==> src/rtl/ot_pkg.sv <==
// Shared definitions for the OT block RAM path.
//   OT_BLOCK_W : width of one OT block / RAM word
//   OT_ADDR_W  : RAM address width (depth = 2**OT_ADDR_W)
//   ot_block_t : one OT block
//   ld_state_e : loader FSM states
package ot_pkg;

  localparam int OT_BLOCK_W = 128;
  localparam int OT_ADDR_W  = 6;

  typedef logic [OT_BLOCK_W-1:0] ot_block_t;

  typedef enum logic [1:0] {
    LD_IDLE  = 2'd0,
    LD_LOAD  = 2'd1,
    LD_FLUSH = 2'd2,
    LD_DONE  = 2'd3
  } ld_state_e;

endpackage

==> src/rtl/ot_bram_loader.sv <==
// Write-side front end for the OT block RAM. Accepts a valid/ready stream
// of OT blocks and writes `len` words to consecutive (wrapping) addresses
// starting at `base_addr`, through a single registered write stage.
// Ports:
//   clk, rst_n              clock, asynchronous active-low reset
//   start, base_addr, len   load request; base/len sampled with start in IDLE
//   abort                   synchronous cancel (ignored in IDLE)
//   in_data/in_valid/in_ready   incoming OT block stream
//   ram_data/ram_waddr/ram_wr_en  RAM write port
//   busy                    high in LOAD and FLUSH
//   done                    one-cycle pulse once every word is committed
//   words_written           words committed in the current or last load
module ot_bram_loader
  import ot_pkg::*;
#(
  parameter int DATA_WIDTH = OT_BLOCK_W,
  parameter int ADDR_WIDTH = OT_ADDR_W
) (
  input  logic                  clk,
  input  logic                  rst_n,
  input  logic                  start,
  input  logic [ADDR_WIDTH-1:0] base_addr,
  input  logic [ADDR_WIDTH:0]   len,
  input  logic                  abort,
  input  logic [DATA_WIDTH-1:0] in_data,
  input  logic                  in_valid,
  output logic                  in_ready,
  output logic [DATA_WIDTH-1:0] ram_data,
  output logic [ADDR_WIDTH-1:0] ram_waddr,
  output logic                  ram_wr_en,
  output logic                  busy,
  output logic                  done,
  output logic [ADDR_WIDTH:0]   words_written
);

  ld_state_e               r_state;
  ld_state_e               w_state_nxt;
  logic [ADDR_WIDTH-1:0]   r_ptr;
  logic [ADDR_WIDTH:0]     r_remaining;
  logic [ADDR_WIDTH:0]     r_words;
  logic [DATA_WIDTH-1:0]   r_ram_data_p1;
  logic [ADDR_WIDTH-1:0]   r_ram_waddr_p1;
  logic                    r_vld_p1;
  logic                    w_in_ready;
  logic                    w_busy;
  logic                    w_done;
  logic                    w_beat;
  logic                    w_last_beat;
  logic                    w_load_start;

  assign w_load_start = (r_state == LD_IDLE) && start;
  assign w_beat       = in_valid && w_in_ready;
  assign w_last_beat  = w_beat && (r_remaining == (ADDR_WIDTH+1)'(1));

  // State register
  always_ff @(posedge clk or negedge rst_n) begin
    if (!rst_n) begin
      r_state <= LD_IDLE;
    end else begin
      r_state <= w_state_nxt;
    end
  end

  // Next-state logic; abort is only meaningful outside IDLE, so start wins there
  always_comb begin
    w_state_nxt = r_state;
    case (r_state)
      LD_IDLE: begin
        if (start) begin
          w_state_nxt = (len != '0) ? LD_LOAD : LD_DONE;
        end
      end
      LD_LOAD: begin
        if (abort) begin
          w_state_nxt = LD_IDLE;
        end else if (w_last_beat) begin
          w_state_nxt = LD_FLUSH;
        end
      end
      LD_FLUSH: w_state_nxt = abort ? LD_IDLE : LD_DONE;
      LD_DONE:  w_state_nxt = LD_IDLE;
      default:  w_state_nxt = LD_IDLE;
    endcase
  end

  // Outputs; in_ready never looks at in_valid
  always_comb begin
    w_in_ready = (r_state == LD_LOAD) && (r_remaining != '0) && !abort;
    w_busy     = (r_state == LD_LOAD) || (r_state == LD_FLUSH);
    w_done     = (r_state == LD_DONE) && !abort;
  end

  // Address pointer and beat budget, latched on start
  always_ff @(posedge clk or negedge rst_n) begin
    if (!rst_n) begin
      r_ptr       <= '0;
      r_remaining <= '0;
    end else if (w_load_start) begin
      r_ptr       <= base_addr;
      r_remaining <= len;
    end else if (w_beat) begin
      r_ptr       <= r_ptr + ADDR_WIDTH'(1);
      r_remaining <= r_remaining - (ADDR_WIDTH+1)'(1);
    end
  end

  // ---- stage p1: registered RAM write; data/address hold when idle ----
  always_ff @(posedge clk or negedge rst_n) begin
    if (!rst_n) begin
      r_vld_p1       <= 1'b0;
      r_ram_data_p1  <= '0;
      r_ram_waddr_p1 <= '0;
    end else begin
      r_vld_p1 <= w_beat;
      if (w_beat) begin
        r_ram_data_p1  <= in_data;
        r_ram_waddr_p1 <= r_ptr;
      end
    end
  end

  // Count commits as they reach the RAM, so an abort still counts the
  // write that was already in flight.
  always_ff @(posedge clk or negedge rst_n) begin
    if (!rst_n) begin
      r_words <= '0;
    end else if (w_load_start) begin
      r_words <= '0;
    end else if (r_vld_p1) begin
      r_words <= r_words + (ADDR_WIDTH+1)'(1);
    end
  end

  assign in_ready      = w_in_ready;
  assign busy          = w_busy;
  assign done          = w_done;
  assign ram_wr_en     = r_vld_p1;
  assign ram_data      = r_ram_data_p1;
  assign ram_waddr     = r_ram_waddr_p1;
  assign words_written = r_words;

endmodule

==> config.mk <==
export PLATFORM = sky130hd
export DESIGN_NAME = ot_bram_loader
export DESIGN_NICKNAME = d
export VERILOG_FILES = /design/src/rtl/ot_pkg.sv /design/src/rtl/ot_bram_loader.sv
export SDC_FILE = /design/constraint.sdc
export NUM_CORES = 1
export LEC_CHECK = 0
export CORE_MARGIN = 3
export CORE_UTILIZATION = 41
export CTS_BUF_LIST = sky130_fd_sc_hd__clkbuf_16
export CTS_CLUSTER_DIAMETER = 150
export CTS_CLUSTER_SIZE = 24
export DETAILED_ROUTE_END_ITERATION = 7
export HOLD_SLACK_MARGIN = 0.03
export PLACE_DENSITY_LB_ADDON = 0.25
export REMOVE_ABC_BUFFERS = 1
export SLEW_MARGIN = 10
export SYNTH_ARGS = -nofsm -noshare
export SYNTH_HDL_FRONTEND = slang
export SYNTH_SLANG_ARGS = --single-unit
==> constraint.sdc <==
create_clock -name clk -period 2.56 [get_ports clk]
set_input_delay 0.512 -clock clk [delete_from_list [all_inputs] [get_ports clk]]
set_output_delay 0.512 -clock clk [all_outputs]
set_load 0.01 [all_outputs]
==> impl_metrics.csv <==
group,metric,value,unit
synth,avgSynthCellArea,14.8,um2
global_route,met2_usage,0.336,
power_and_ir_drop,power.density,1180,mW/mm2
clocking,cts_max_level,4,
clocking,clock_latency,0.42,ns
cells_and_area,nets,887,
cells_and_area,fill_cells,1047,
setup_path,worstSetupStartpointType,"flop",
sta,slew_violations,0,
place,port-buffer-count,290,
status,status,"completed",
sta,post-route-min-period,2.32,ns
power_and_ir_drop,p_leak,4.19,nW
die,fp.dieH,130,um
cells_and_area,layout_commonest_cell,"clkdlybuf4s50_1",
routing,wire_per_inst,17.9,um
synth,synthCells,425,
routing,routed_wl,16600,um
clocking,numCtsBuffers,17,
job,maxCapViolCount,0,
cells_and_area,drive_gt1_frac,0.222,
die,io_pins,291,
sta,relSlewSlack,0.448,
place,place_ws,0.134,ns
clocking,path_clk_slew,0.06,ns
sta,setup_viol,0,
setup_path,regToRegSetupSlack,0.50,ns
cells_and_area,final_cell_mix,"clkdlybuf4s50_1 (288), dfrtp_1 (157), mux2_2 (115)",
global_route,top_usage_layer,"met2",
global_route,grt_util_met3,0.0786,
clocking,root_buffer,"clkbuf_16",
die,coreArea,0.0148,mm2
sta,rsz0062_at_grt,"no",
synth,ys_ff_latch,157,
global_route,track_usage,0.197,
cells_and_area,multiInputGateArea,0.00225,mm2
setup_path,criticalPathCategory,"reg2out",
global_route,grt_use_met1,0.222,
clocking,cts_tree,"done",
setup_path,arrival,1.81,ns
setup_path,cp_max_fo,5,
sta,layout_setup_ws,0.240,ns
power_and_ir_drop,finalPower,12.0,mW
global_route,globalRouteOverflowTotal,0,
global_route,grt_max_degree,67,
sta,worstMarginPinSlew,0.828,ns
place,gp_congestion,0.793,
global_route,antenna_found_initial,0,
power_and_ir_drop,ir_worst_vdd,0.000719,V
sta,finClkSkew,0.00669,ns
place,place_hpwl,12700,um
setup_path,crit_required,2.05,ns
synth,ys_types,36,
worst_hold_path,hold_class,"reg2reg",
cells_and_area,seq_area,0.00393,mm2
die,initial_utilization,0.426,
routing,route.detailed.drc,0,
sta,hold_violations,0,
die,rows,44,
clocking,clkSinkCount,157,
sta,timing.fmax,431,MHz
cells_and_area,final_util,0.685,
global_route,grt_pass1_vias,4720,
die,die_w,130,um
cells_and_area,area_growth_syn_to_layout,60.9,%
synth,syn_area,0.00628,mm2
clocking,cts_buffer_depth,2,
routing,antenna_left,0,
synth,synth_warnings,0,
routing,first_pass_iters,4,
routing,via_count,4556,
synth,yosysSeqAreaShare,0.626,
sta,finalCritPeriodShare,0.906,
routing,viasPerCell,4.91,
setup_path,ff2ff_path_depth,8,
die,dieArea,0.0168,mm2
worst_hold_path,holdPathStages,1,
global_route,grt_pass1_wl,25300,um
routing,drt_iter0_drc,252,
setup_path,end_kind,"primary output",
cells in the mapped netlist:
cell | number | area (um2)
nor2_1 | 12 | 45.0
nor4_4 | 1 | 21.3
or3b_2 | 1 | 8.76
nor3_1 | 1 | 5.00
a2111oi_0 | 1 | 8.76
or4b_1 | 1 | 10.0
a211oi_1 | 4 | 30.0
nand4b_1 | 1 | 8.76
mux2_1 | 19 | 214
nand2_1 | 13 | 48.8
or3_1 | 4 | 25.0
clkbuf_1 | 7 | 26.3
nor4_1 | 1 | 6.26
xnor2_1 | 9 | 78.8
mux2_2 | 115 | 1290
a21oi_1 | 15 | 75.1
nand3b_1 | 1 | 7.51
and3_1 | 1 | 6.26
and2_1 | 2 | 12.5
nand4_1 | 2 | 12.5
a22o_1 | 1 | 8.76
ha_1 | 9 | 113
nor4b_1 | 1 | 8.76
nand3_1 | 4 | 20.0
dfrtp_1 | 157 | 3930
a21o_1 | 1 | 7.51
mux2i_1 | 4 | 40.0
xor2_1 | 3 | 26.3
nor2b_1 | 2 | 12.5
or4_1 | 2 | 15.0
nor4bb_1 | 1 | 10.0
and3b_1 | 1 | 8.76
buf_2 | 13 | 65.1
inv_1 | 6 | 22.5
nand2b_1 | 1 | 6.26
o21ai_0 | 8 | 40.0
power by group:
| part | internal (mW) | switching, mW |
|---|---|---|
| logic | 3.23 | 1.96 |
| clock network | 1.41 | 0.968 |
| registers | 3.70 | 0.699 |
routing by layer:
layer  routed length (um)  part of all wire
met1                 6140              0.37
met2                 8770              0.53
met3                 1450             0.087
met4                  259             0.016
met5                    0                 0
worst max-delay path, cell delays in order, from the launching register on:
cell and delay [ns]:
dfrtp_1 0.39, inv_1 0.10, ha_1 0.22, nor2b_2 0.19, and2_4 0.17, nor2_1 0.04
dlygate4sd2_1 0.27
kinds of logic after synthesis:
logic type      Yosys count  synth area share
buf+inv                  26            0.0181
flops                   157             0.626
simple gates             53            0.0476
mux                     138             0.247
xor+xnor                 12            0.0167
compound gates           30            0.0271
fa+ha+maj                 9            0.0179
sequential cells by signal, summed over array words and instances (netlist names):
register	cells
ram_wr_en	1
r_ptr	6
r_remaining	7
words_written	7
ram_data	128
ram_waddr	6
r_state	2
worst paths after layout:
kind	start	end
setup / recovery	r_remaining[1]	in_ready
hold / removal	ram_data[118]	ram_data[118]
setup reg to reg	r_remaining[1]	ram_data[127]
hold reg to reg	ram_data[118]	ram_data[118]
max in group asynchronous	rst_n	ram_data[93]
min in group asynchronous	rst_n	ram_data[38]
through the flow:
| stage | hold WS (ns) | instances | TNS, ns | area [um2] |
|---|---|---|---|---|
| after global placement | 0.465 | 895 | 0 | 9530 |
| after global routing | 0.507 | 927 | 0 | 10100 |
| after detailed placement | 0.470 | 895 | 0 | 9530 |
| after floorplan | 0.216 | 405 | -835.36 | 6190 |
| final | 0.488 | 928 | 0 | 10100 |
| after CTS | 0.497 | 927 | 0 | 10100 |
final cells by class:
class / count / share of cell area
diodes: 1 / 0.000248
clock buffers: 17 / 0.0421
clock inverters: 13 / 0.0126
inverters: 6 / 0.00223
multi-input cells: 242 / 0.223
flip-flops and latches: 157 / 0.389
well taps: 184 / 0.0228
repair buffers: 308 / 0.308
what timing repair did:
item / CTS / global route
gates resized for setup: 3 / 0
endpoints found under the hold margin: 3 / 0
setup endpoints to repair: 1 / 0
setup buffers: 1 / 0
hold buffers: 1 / 0
No activity file was read; power rests on OpenSTA's default activity.
